--- config.mk ---
export PLATFORM = sky130hd
export DESIGN_NAME = access_control_system
export DESIGN_NICKNAME = d
export VERILOG_FILES = /design/src/rtl/access_ctrl_pkg.sv /design/src/rtl/access_control_system_uart_tx.sv /design/src/rtl/access_control_system.sv
export SDC_FILE = /design/constraint.sdc
export NUM_CORES = 1
export LEC_CHECK = 0
export BUFFER_PORTS_ARGS = -buffer_cell sky130_fd_sc_hd__buf_2
export CORE_ASPECT_RATIO = 0.8
export CORE_MARGIN = 8
export CORE_UTILIZATION = 60
export CTS_CLUSTER_SIZE = 10
export DETAILED_ROUTE_END_ITERATION = 12
export PLACE_DENSITY = 0.88
export SETUP_SLACK_MARGIN = 0.05
export SYNTH_ARGS = -nofsm -noshare
export SYNTH_HDL_FRONTEND = slang
export SYNTH_SLANG_ARGS = --single-unit
--- constraint.sdc ---
create_clock -name clk -period 4.15 [get_ports clk]
set_input_delay 0.6225 -clock clk [delete_from_list [all_inputs] [get_ports clk]]
set_output_delay 0.6225 -clock clk [all_outputs]
set_load 0.01 [all_outputs]
--- src/rtl/access_ctrl_pkg.sv ---
// Shared encodings and banner contents for the access-control demo.
package access_ctrl_pkg;

  typedef enum logic [1:0] {
    ST_IDLE = 2'd0,
    ST_SEND = 2'd1,
    ST_WAIT = 2'd2,
    ST_GAP  = 2'd3
  } seq_state_t;

  localparam int MSG_LEN = 16;

  // "ACCESS CONTROL\r\n"
  localparam logic [7:0] MSG_ROM [MSG_LEN] = '{
    8'h41, 8'h43, 8'h43, 8'h45, 8'h53, 8'h53, 8'h20, 8'h43,
    8'h4F, 8'h4E, 8'h54, 8'h52, 8'h4F, 8'h4C, 8'h0D, 8'h0A
  };

  function automatic logic even_parity(input logic [7:0] d);
    return ^d;
  endfunction

endpackage

--- src/rtl/access_control_system_uart_tx.sv ---
// Baud-rate UART transmitter, 8N1; UART_PARITY_EN adds an even-parity bit (8E1).
module uart_tx
  import access_ctrl_pkg::*;
#(
  parameter int clk_freq       = 50000000,
  parameter int uart_baud_rate = 9600
) (
  input  logic       clk,
  input  logic       rst,
  input  logic       tx_start,
  input  logic [7:0] tx_data,
  output logic       tx_busy,
  output logic       txd
);

  localparam int DIV   = clk_freq / uart_baud_rate;
  localparam int CNT_W = (DIV > 1) ? $clog2(DIV) : 1;
`ifdef UART_PARITY_EN
  localparam int FRAME_BITS = 11;
`else
  localparam int FRAME_BITS = 10;
`endif

  logic [CNT_W-1:0]      r_baud_cnt;
  logic [3:0]            r_bits_left;
  logic [FRAME_BITS-1:0] r_shift;
  logic                  r_active;
  logic                  r_txd;
  logic [FRAME_BITS-1:0] w_frame;
  logic                  w_last_tick;

`ifdef UART_PARITY_EN
  assign w_frame = {1'b1, even_parity(tx_data), tx_data, 1'b0};
`else
  assign w_frame = {1'b1, tx_data, 1'b0};
`endif

  // Busy drops for the final clock of the stop bit so a request issued then
  // lands one clock after the stop bit ends.
  assign w_last_tick = (r_bits_left == 4'd0) && (r_baud_cnt == '0);
  assign tx_busy     = r_active && !w_last_tick;
  assign txd         = r_txd;

  always_ff @(posedge clk or negedge rst) begin
    if (!rst) begin
      r_baud_cnt  <= '0;
      r_bits_left <= 4'd0;
      r_shift     <= '0;
      r_active    <= 1'b0;
      r_txd       <= 1'b1;
    end else if (tx_start && !tx_busy) begin
      r_txd       <= w_frame[0];
      r_shift     <= w_frame >> 1;
      r_bits_left <= 4'(FRAME_BITS - 1);
      r_baud_cnt  <= CNT_W'(DIV - 1);
      r_active    <= 1'b1;
    end else if (r_active) begin
      if (r_baud_cnt != '0) begin
        r_baud_cnt <= r_baud_cnt - CNT_W'(1);
      end else if (r_bits_left == 4'd0) begin
        r_active <= 1'b0;
      end else begin
        r_txd       <= r_shift[0];
        r_shift     <= r_shift >> 1;
        r_bits_left <= r_bits_left - 4'd1;
        r_baud_cnt  <= CNT_W'(DIV - 1);
      end
    end
  end

endmodule

--- src/rtl/access_control_system.sv ---
// Repeats the "ACCESS CONTROL\r\n" banner on UartTx and mirrors the byte on leds.
// UART_PARITY_EN (default undefined) switches the transmitter to 8E1 frames.
//   state | meaning
//   IDLE  | just out of reset, issue first request
//   SEND  | tx_start high for one clock, leds load the byte
//   WAIT  | frame in flight, advance index when transmitter frees
//   GAP   | idle line between banner repetitions
module access_control_system
  import access_ctrl_pkg::*;
#(
  parameter int clk_freq       = 50000000,
  parameter int uart_baud_rate = 9600,
  parameter int gap_bits       = 10
) (
  input  logic       clk,
  input  logic       rst,
  output logic       UartTx,
  output logic [7:0] leds
);

  localparam int DIV      = clk_freq / uart_baud_rate;
  localparam int GAP_CLKS = gap_bits * DIV;
  localparam int GAP_W    = $clog2(GAP_CLKS + 1);

  seq_state_t       r_state;
  logic [3:0]       r_index;
  logic             r_tx_start;
  logic [7:0]       r_leds;
  logic [GAP_W-1:0] r_gap_cnt;
  logic             w_tx_busy;
  logic [7:0]       w_tx_data;
  logic             w_txd;

  assign w_tx_data = MSG_ROM[r_index];
  assign leds      = r_leds;
  assign UartTx    = w_txd;

  uart_tx #(
    .clk_freq      (clk_freq),
    .uart_baud_rate(uart_baud_rate)
  ) u_uart_tx (
    .clk     (clk),
    .rst     (rst),
    .tx_start(r_tx_start),
    .tx_data (w_tx_data),
    .tx_busy (w_tx_busy),
    .txd     (w_txd)
  );

  always_ff @(posedge clk or negedge rst) begin
    if (!rst) begin
      r_state    <= ST_IDLE;
      r_index    <= 4'd0;
      r_tx_start <= 1'b0;
      r_leds     <= 8'h00;
      r_gap_cnt  <= '0;
    end else begin
      r_tx_start <= 1'b0;
      case (r_state)
        ST_IDLE: begin
          r_tx_start <= 1'b1;
          r_state    <= ST_SEND;
        end
        ST_SEND: begin
          // The transmitter accepts on this same edge, so the start bit and leds align.
          r_leds  <= w_tx_data;
          r_state <= ST_WAIT;
        end
        ST_WAIT: begin
          if (!w_tx_busy) begin
            if (r_index == 4'(MSG_LEN - 1)) begin
              r_index   <= 4'd0;
              r_gap_cnt <= GAP_W'(GAP_CLKS - 1);
              r_state   <= ST_GAP;
            end else begin
              r_index    <= r_index + 4'd1;
              r_tx_start <= 1'b1;
              r_state    <= ST_SEND;
            end
          end
        end
        ST_GAP: begin
          if (r_gap_cnt == '0) begin
            r_tx_start <= 1'b1;
            r_state    <= ST_SEND;
          end else begin
            r_gap_cnt <= r_gap_cnt - GAP_W'(1);
          end
        end
        default: r_state <= ST_IDLE;
      endcase
    end
  end

endmodule

* Word level (Yosys, flattened, before mapping) *
Memories as Yosys holds them, arrays and structs flattened.
Index checks and enable logic that the tools add are counted.

storage, ports and cells
  flip-flop bits (word level) = 60
  logic and storage cells = 81
  bits in read-only memories = 128
  input port bits = 2
  memories kept = 1
  output and inout bits = 9

memories
  name             words  width  rd ports  clocked after memory_dff  wr ports  line                         text
  (no name shown)  16     8      1         0                         0         access_control_system.sv:34  assign w_tx_data = MSG_ROM[r_index];

operators by class
  multiplexer cells = 35
  bitwise operators = 2
  add/subtract/negate cells = 4
  $lt $le $gt $ge = 1
  reduce and logical (&&, ||, !) cells = 17
  equal/unequal tests = 11

operators by type and width
  operator               number
  $mux 13                4
  $mux 16                3
  $mux 10                4
  $pmux 16 s2            1
  $mux 4                 5
  $logic_not 16->1       1
  $mux 8                 2
  $sub 16x1->16 const B  1
  $logic_not 13->1       1
  $reduce_bool 13->1     1
  $sub 13x1->13 const B  1
  $mux 1                 11
  $ne 2x2->1 const B     5
  $pmux 2 s4             1
  $mux 2                 3
  $reduce_and 2->1       3
  $ge 5x5->1 const B     1
  $not 4->5              1
  $add 4x1->4 const B    1
  $eq 2x2->1 const B     2
  $eq 4x4->1 const B     1
  $logic_not 4->1        1
  $reduce_and 4->1       1
  $reduce_bool 2->1      2
  10 further kinds       13

* Depth between registers and ports, before layout *
  word-level depth = 8
  depth in mapped cells = 9
  gate-level depth less buffers = 7

* Modules after synthesis *
A second synthesis with hierarchy kept.

second synthesis, totals
  cells, all modules = 336
  area, all modules = 3390.8 µm²

by module, submodules not included
  module                 instances  sequential area each (µm²)  area each (µm²)  cells each
  access_control_system  1          750.7                       1875.5           191
  uart_tx                1          701.9                       1515.2           145

* Worst setup path after synthesis *
OpenSTA, ideal clock, no wires.

  path kind = flip-flop to flip-flop
  start = register r_gap_cnt[0]
  end = register r_state[1]
  library setup time = 0.125 ns
  required time = 4.025 ns
  period minus slack after synthesis = 2.107 ns
  setup slack = 2.043 ns
  stages on the path, launching flop included = 7
  data arrival time = 1.982 ns
  path buffers = 0
  cell sequence = dfrtp_1 -> inv_1 -> ha_1 -> or3b_2 -> nor4_4 -> o22ai_2 -> mux2_4

between the ends
  longest elaborated chain between the ends = 3

RTL lines
  element                     line                         text
  from (decl)                 access_control_system.sv:29  logic [GAP_W-1:0] r_gap_cnt;
  from (signal assigned)      access_control_system.sv:73  r_gap_cnt <= GAP_W'(GAP_CLKS - 1);
  from (signal assigned)      access_control_system.sv:87  r_gap_cnt <= r_gap_cnt - GAP_W'(1);
  $logic_not 16->1            access_control_system.sv:83  if (r_gap_cnt == '0) begin
  $ne 2x2->1 (no line)        n/a
  $reduce_and 2->1 (no line)  n/a
  to (signal assigned)        access_control_system.sv:78  r_state <= ST_SEND;
  to (signal assigned)        access_control_system.sv:85  r_state <= ST_SEND;
  to (signal assigned)        access_control_system.sv:90  default: r_state <= ST_IDLE;
  to (decl)                   access_control_system.sv:25  seq_state_t r_state;

No other way between the ends.
A chain may end at the register's enable or synchronous reset.

* Final worst setup path *
  start = register u_uart_tx.r_baud_cnt[0]
  end = register u_uart_tx.r_shift[5]

between the ends
  longest elaborated chain between the ends = 8
  elaborated cells between the ends (all ways) = 12
  classes of those cells = eq/ne (2); mux (1); reduce/logical (9)

RTL lines
  element                                       line                                 text
  from (decl)                                   access_control_system_uart_tx.sv:24  logic [CNT_W-1:0] r_baud_cnt;
  from (signal assigned)                        access_control_system_uart_tx.sv:55  r_baud_cnt <= CNT_W'(DIV - 1);
  from (signal assigned)                        access_control_system_uart_tx.sv:59  r_baud_cnt <= r_baud_cnt - CNT_W'(1);
  from (signal assigned)                        access_control_system_uart_tx.sv:66  r_baud_cnt <= CNT_W'(DIV - 1);
  $logic_not 13->1                              access_control_system_uart_tx.sv:40  assign w_last_tick = (r_bits_left == 4'd0) && (r_baud_cnt == '0);
  $logic_and 1x1->1                             access_control_system_uart_tx.sv:40
  $logic_not 1->1                               access_control_system_uart_tx.sv:41  assign tx_busy = r_active && !w_last_tick;
  $logic_and 1x1->1                             access_control_system_uart_tx.sv:41
  $logic_not 1->1                               access_control_system_uart_tx.sv:51  end else if (tx_start && !tx_busy) begin
  $logic_and 1x1->1                             access_control_system_uart_tx.sv:51
  $ne 2x2->1 (no line) (tied with other cells)  n/a
  $reduce_and 3->1 (no line)                    n/a
  to (signal assigned)                          access_control_system_uart_tx.sv:53  r_shift <= w_frame >> 1;
  to (signal assigned)                          access_control_system_uart_tx.sv:64  r_shift <= r_shift >> 1;
  to (decl)                                     access_control_system_uart_tx.sv:26  logic [FRAME_BITS-1:0] r_shift;

Parallel ways exist; a longest one is shown, timed or not.

==> summary.txt <==
Die
  – Row count: 24
  – Die area: 8070 sq um
  – Die X-Extent: 98.4 microns
  – Core ar.: 5350 sq um
  – Io pins: 11
  – Initial Util: 61.0%
  – Die Y: 82.0 microns

Synth
  – Sequential-to-total area share from yosys stat: 44.5%
  – Yosys top cell area share: 43.7%
  – Mapped Area: 3260 sq um
  – Most frequent cell after synthesis: dfrtp_1
  – Ys async rst share: 100%
  – Post-synth top cells: dfrtp_1 (57), nand2_1 (30), nor2_1 (29)
  – FF+latch count, synth: 58
  – Synth Net Count: 360
  – Synth area leader: dfrtp_1
  – Post-synth EDFFs: 0
  – Synth area leaders: dfrtp_1 (44%), ha_1 (5.8%), o21ai_0 (3.8%)
  – Mapped Cells: 343
  – Dominant synthesized flop cell: dfrtp_1
  – Synthesis Warnings: 0
  – Unique cell type count in the Yosys netlist: 62
  – Post-synthesis average cell area: 9.51 sq um

Place
  – Port Buffers: 9
  – Final Wtd Congestion: 0.889
  – DP HPWL: 4760 microns
  – Placed cell areas: 3310 sq um

Worst setup path
  – CP startpoint: u_uart_tx.r_baud_cnt[0]$_DFFE_PN0P_
  – Worst path cell trace: inv_1 -> ha_1 -> nor4b_4 -> nand4_2 -> o21ai_1 -> nand2_1 -> o31ai_1
  – Reg2Reg Depth: 7
  – Worst reg2reg setup slack: 1.39 ns
  – RR Endpoint: u_uart_tx.r_shift[5]$_DFFE_PN0P_
  – Startpoint Class: flop
  – Slowest stage cell, crit path: o21ai_1
  – Required @ worst endpoint: 4.40 ns
  – Critical path class: reg -> reg
  – R2r startpoint: u_uart_tx.r_baud_cnt[0]$_DFFE_PN0P_
  – CP Max Fanout: 11
  – Endpoint class of the critical path: flop
  – Crit path largest cell delay: 0.76 ns
  – Arr. time, crit path: 3.01 ns

Layout
  – Share of cells above drive strength 1: 11.4%
  – Final Util: 65.8%
  – Sequential cell area: 1450 sq um
  – Nets: 365
  – Fin area: 3520 sq um
  – Syn-to-layout area delta: 7.79%
  – Number of fill cells in the layout: 404
  – Multi-input gate area: 1650 sq um
  – Diode count: 0

Pwr
  – Flop pwr share: 49.4%
  – Pwr dens: 325 nW/um^2
  – Sw Ratio: 20.2%
  – NetSw: 231 uW
  – Maximum VDD drop: 0.241 mV
  – Pint: 913 uW
  – Static Leak: 0.00156 uW
  – Comb power frac: 1.0%
  – Power share of the clock group: 49.5%

CTS
  – Root buf cell: clkbuf_8
  – Inserted Clock Buffers: 9
  – Postcts setup bufs: 0
  – CTS sink count: 58
  – Htree depth: 3
  – Insertion delay to the later sink of the worst-skew pair: 0.35 ns
  – Cts repair resizes: 0
  – Reg clk slew, reported paths: 0.07 ns
  – Hold buffer count at cts: 0
  – Clock Path Buffers: 2
  – CTS tree: done

GRT
  – First-pass GRT wire length: 12,500 microns
  – Grt total ovfl: 0
  – Largest net degree at the start of global routing: 59
  – Vias in the first global route: 2,673
  – Initial antenna violation count: 0
  – Total GRT Usage: 19.5%

Timing
  – Final setup fails: 0
  – FMAX: 362 MHz
  – Setup TNS: 0 ns
  – Worst-margin pin slew: 0.932 ns
  – Final Hold Viols: 0
  – Slew headroom: 37.0%
  – Clock skew: 0.00819 ns
  – Final period demand of the worst path: 2.76 ns
  – RSZ-0062 raised after global routing: no
  – Final Cycle Share: 66.6%
  – Pins over their slew limit: 0

Detailed routing
  – Drt total wl: 7140 microns
  – DR pass1 iterations: 5
  – Via density: 6.59
  – Routed WL per cell: 17.2 microns
  – Remaining DRCs: 0
  – DRT antenna net count: 0
  – Starting DRT DRC Count: 297
  – Vias: 2,741

Hold path
  – Worst Hold Class: in -> async

Run
  – # Max-Cap Violations: 0

Outcome
  – Outcome: finished, final reports clean
[state kept, by name, indices dropped and copies added (netlist names)]
| name | count |
|---|---|
| r_gap_cnt | 16 |
| u_uart_tx.r_active | 1 |
| u_uart_tx.r_bits_left | 4 |
| u_uart_tx.r_shift | 9 |
| u_uart_tx.r_baud_cnt | 13 |
| r_state | 2 |
| r_tx_start | 1 |
| u_uart_tx.txd | 1 |
| leds | 7 |
| r_index | 4 |
[per-layer routing]
| metal | up-vias | track usage (%) | part of all wire [%] |
|---|---|---|---|
| met5 | - | 0 | 0 |
| met1 | 1322 | 25.0 | 46 |
| met2 | 120 | 30.3 | 45 |
| met4 | 0 | 9.16 | 2.3 |
| li1 | 1277 | - | - |
| met3 | 22 | 5.67 | 6.9 |
[placed cells by master (no fill, tap or decap), drive strengths merged, types with 4 or more instances in the layout]
master | synthesis | layout
nor2 | 29 | 29
dfrtp | 57 | 57
o31ai | 7 | 7
o21ai | 27 | 27
mux2 | 4 | 4
nand3b | 4 | 4
a22oi | 7 | 7
a31oi | 6 | 6
mux2i | 5 | 5
nand4 | 7 | 7
nor3 | 10 | 10
nand3 | 10 | 10
ha | 15 | 15
o22ai | 4 | 4
buf | 8 | 10
clkbuf | 8 | 11
a21oi | 20 | 20
inv | 18 | 18
or4 | 5 | 5
nand2 | 30 | 30
nor4 | 6 | 6
o41ai | 5 | 5
[worst max-delay path by stage]
stage | end | slack, ns | cells past startpoint
2_1_floorplan | r_state[1]$_DFFE_PN0P_ | 2.04 | 6
3_3_place_gp | r_state[1]$_DFFE_PN0P_ | 1.59 | 7
3_5_place_dp | u_uart_tx.r_shift[5]$_DFFE_PN0P_ | 1.42 | 7
4_1_cts | u_uart_tx.r_shift[5]$_DFFE_PN0P_ | 1.41 | 7
5_1_grt | u_uart_tx.r_shift[5]$_DFFE_PN0P_ | 1.07 | 7
6_report | u_uart_tx.r_shift[5]$_DFFE_PN0P_ | 1.39 | 7
[worst max-delay path: cells and delay by family, from the launching register on]
| kind | cells | cell delay (ns) |
|---|---|---|
| AOI/OAI and AO/OA | 2 | 1.04 |
| and+or+nand+nor | 3 | 0.94 |
| adders and majority gates | 1 | 0.19 |
| DFF | 1 | 0.42 |
| buffers and inverters | 1 | 0.07 |
[final cells by class]
class                      count  area share [%]
timing repair buffer          10            1.49
multi-input combinational    250            47.0
clock inverter                 3            1.85
clock buffer                  11            4.02
sequential                    58            41.3
inverter                      19            2.03
tap                           65            2.31
[cells by family (layout without fill, tap and decap cells)]
family / after synthesis / count (layout) / share of synthesized area (%)
fa+ha+maj: 15 / 15 / 5.75
xor+xnor: 5 / 5 / 1.34
other cells: 1 / 1 / 0.115
compound gates: 98 / 98 / 19.9
flops: 58 / 58 / 44.5
mux: 9 / 9 / 3.03
simple gates: 122 / 122 / 20.5
buf+inv: 35 / 43 / 4.83
[through the flow]
stage / setup slack, ns / power [uW] / hold WS, ns / std cells
detailed placement: 1.42 / 588 / 0.472 / 402
finish: 1.39 / 1140 / 0.400 / 416
global placement: 1.59 / 588 / 0.462 / 402
global route: 1.07 / 1170 / 0.474 / 416
floorplan: 2.04 / 577 / 0.327 / 343
CTS: 1.41 / 1150 / 0.430 / 416
[power groups by stage]
stage / Combinational [uW] / Sequential (uW) / Clock, uW
global placement: 12.3 / 576 / 0
detailed placement: 12.5 / 576 / 0
global route: 14.3 / 565 / 591
finish: 11.7 / 566 / 567
floorplan: 1.09 / 576 / 0
CTS: 12.5 / 566 / 570
Note: power is estimated with default switching activity, not from simulation.
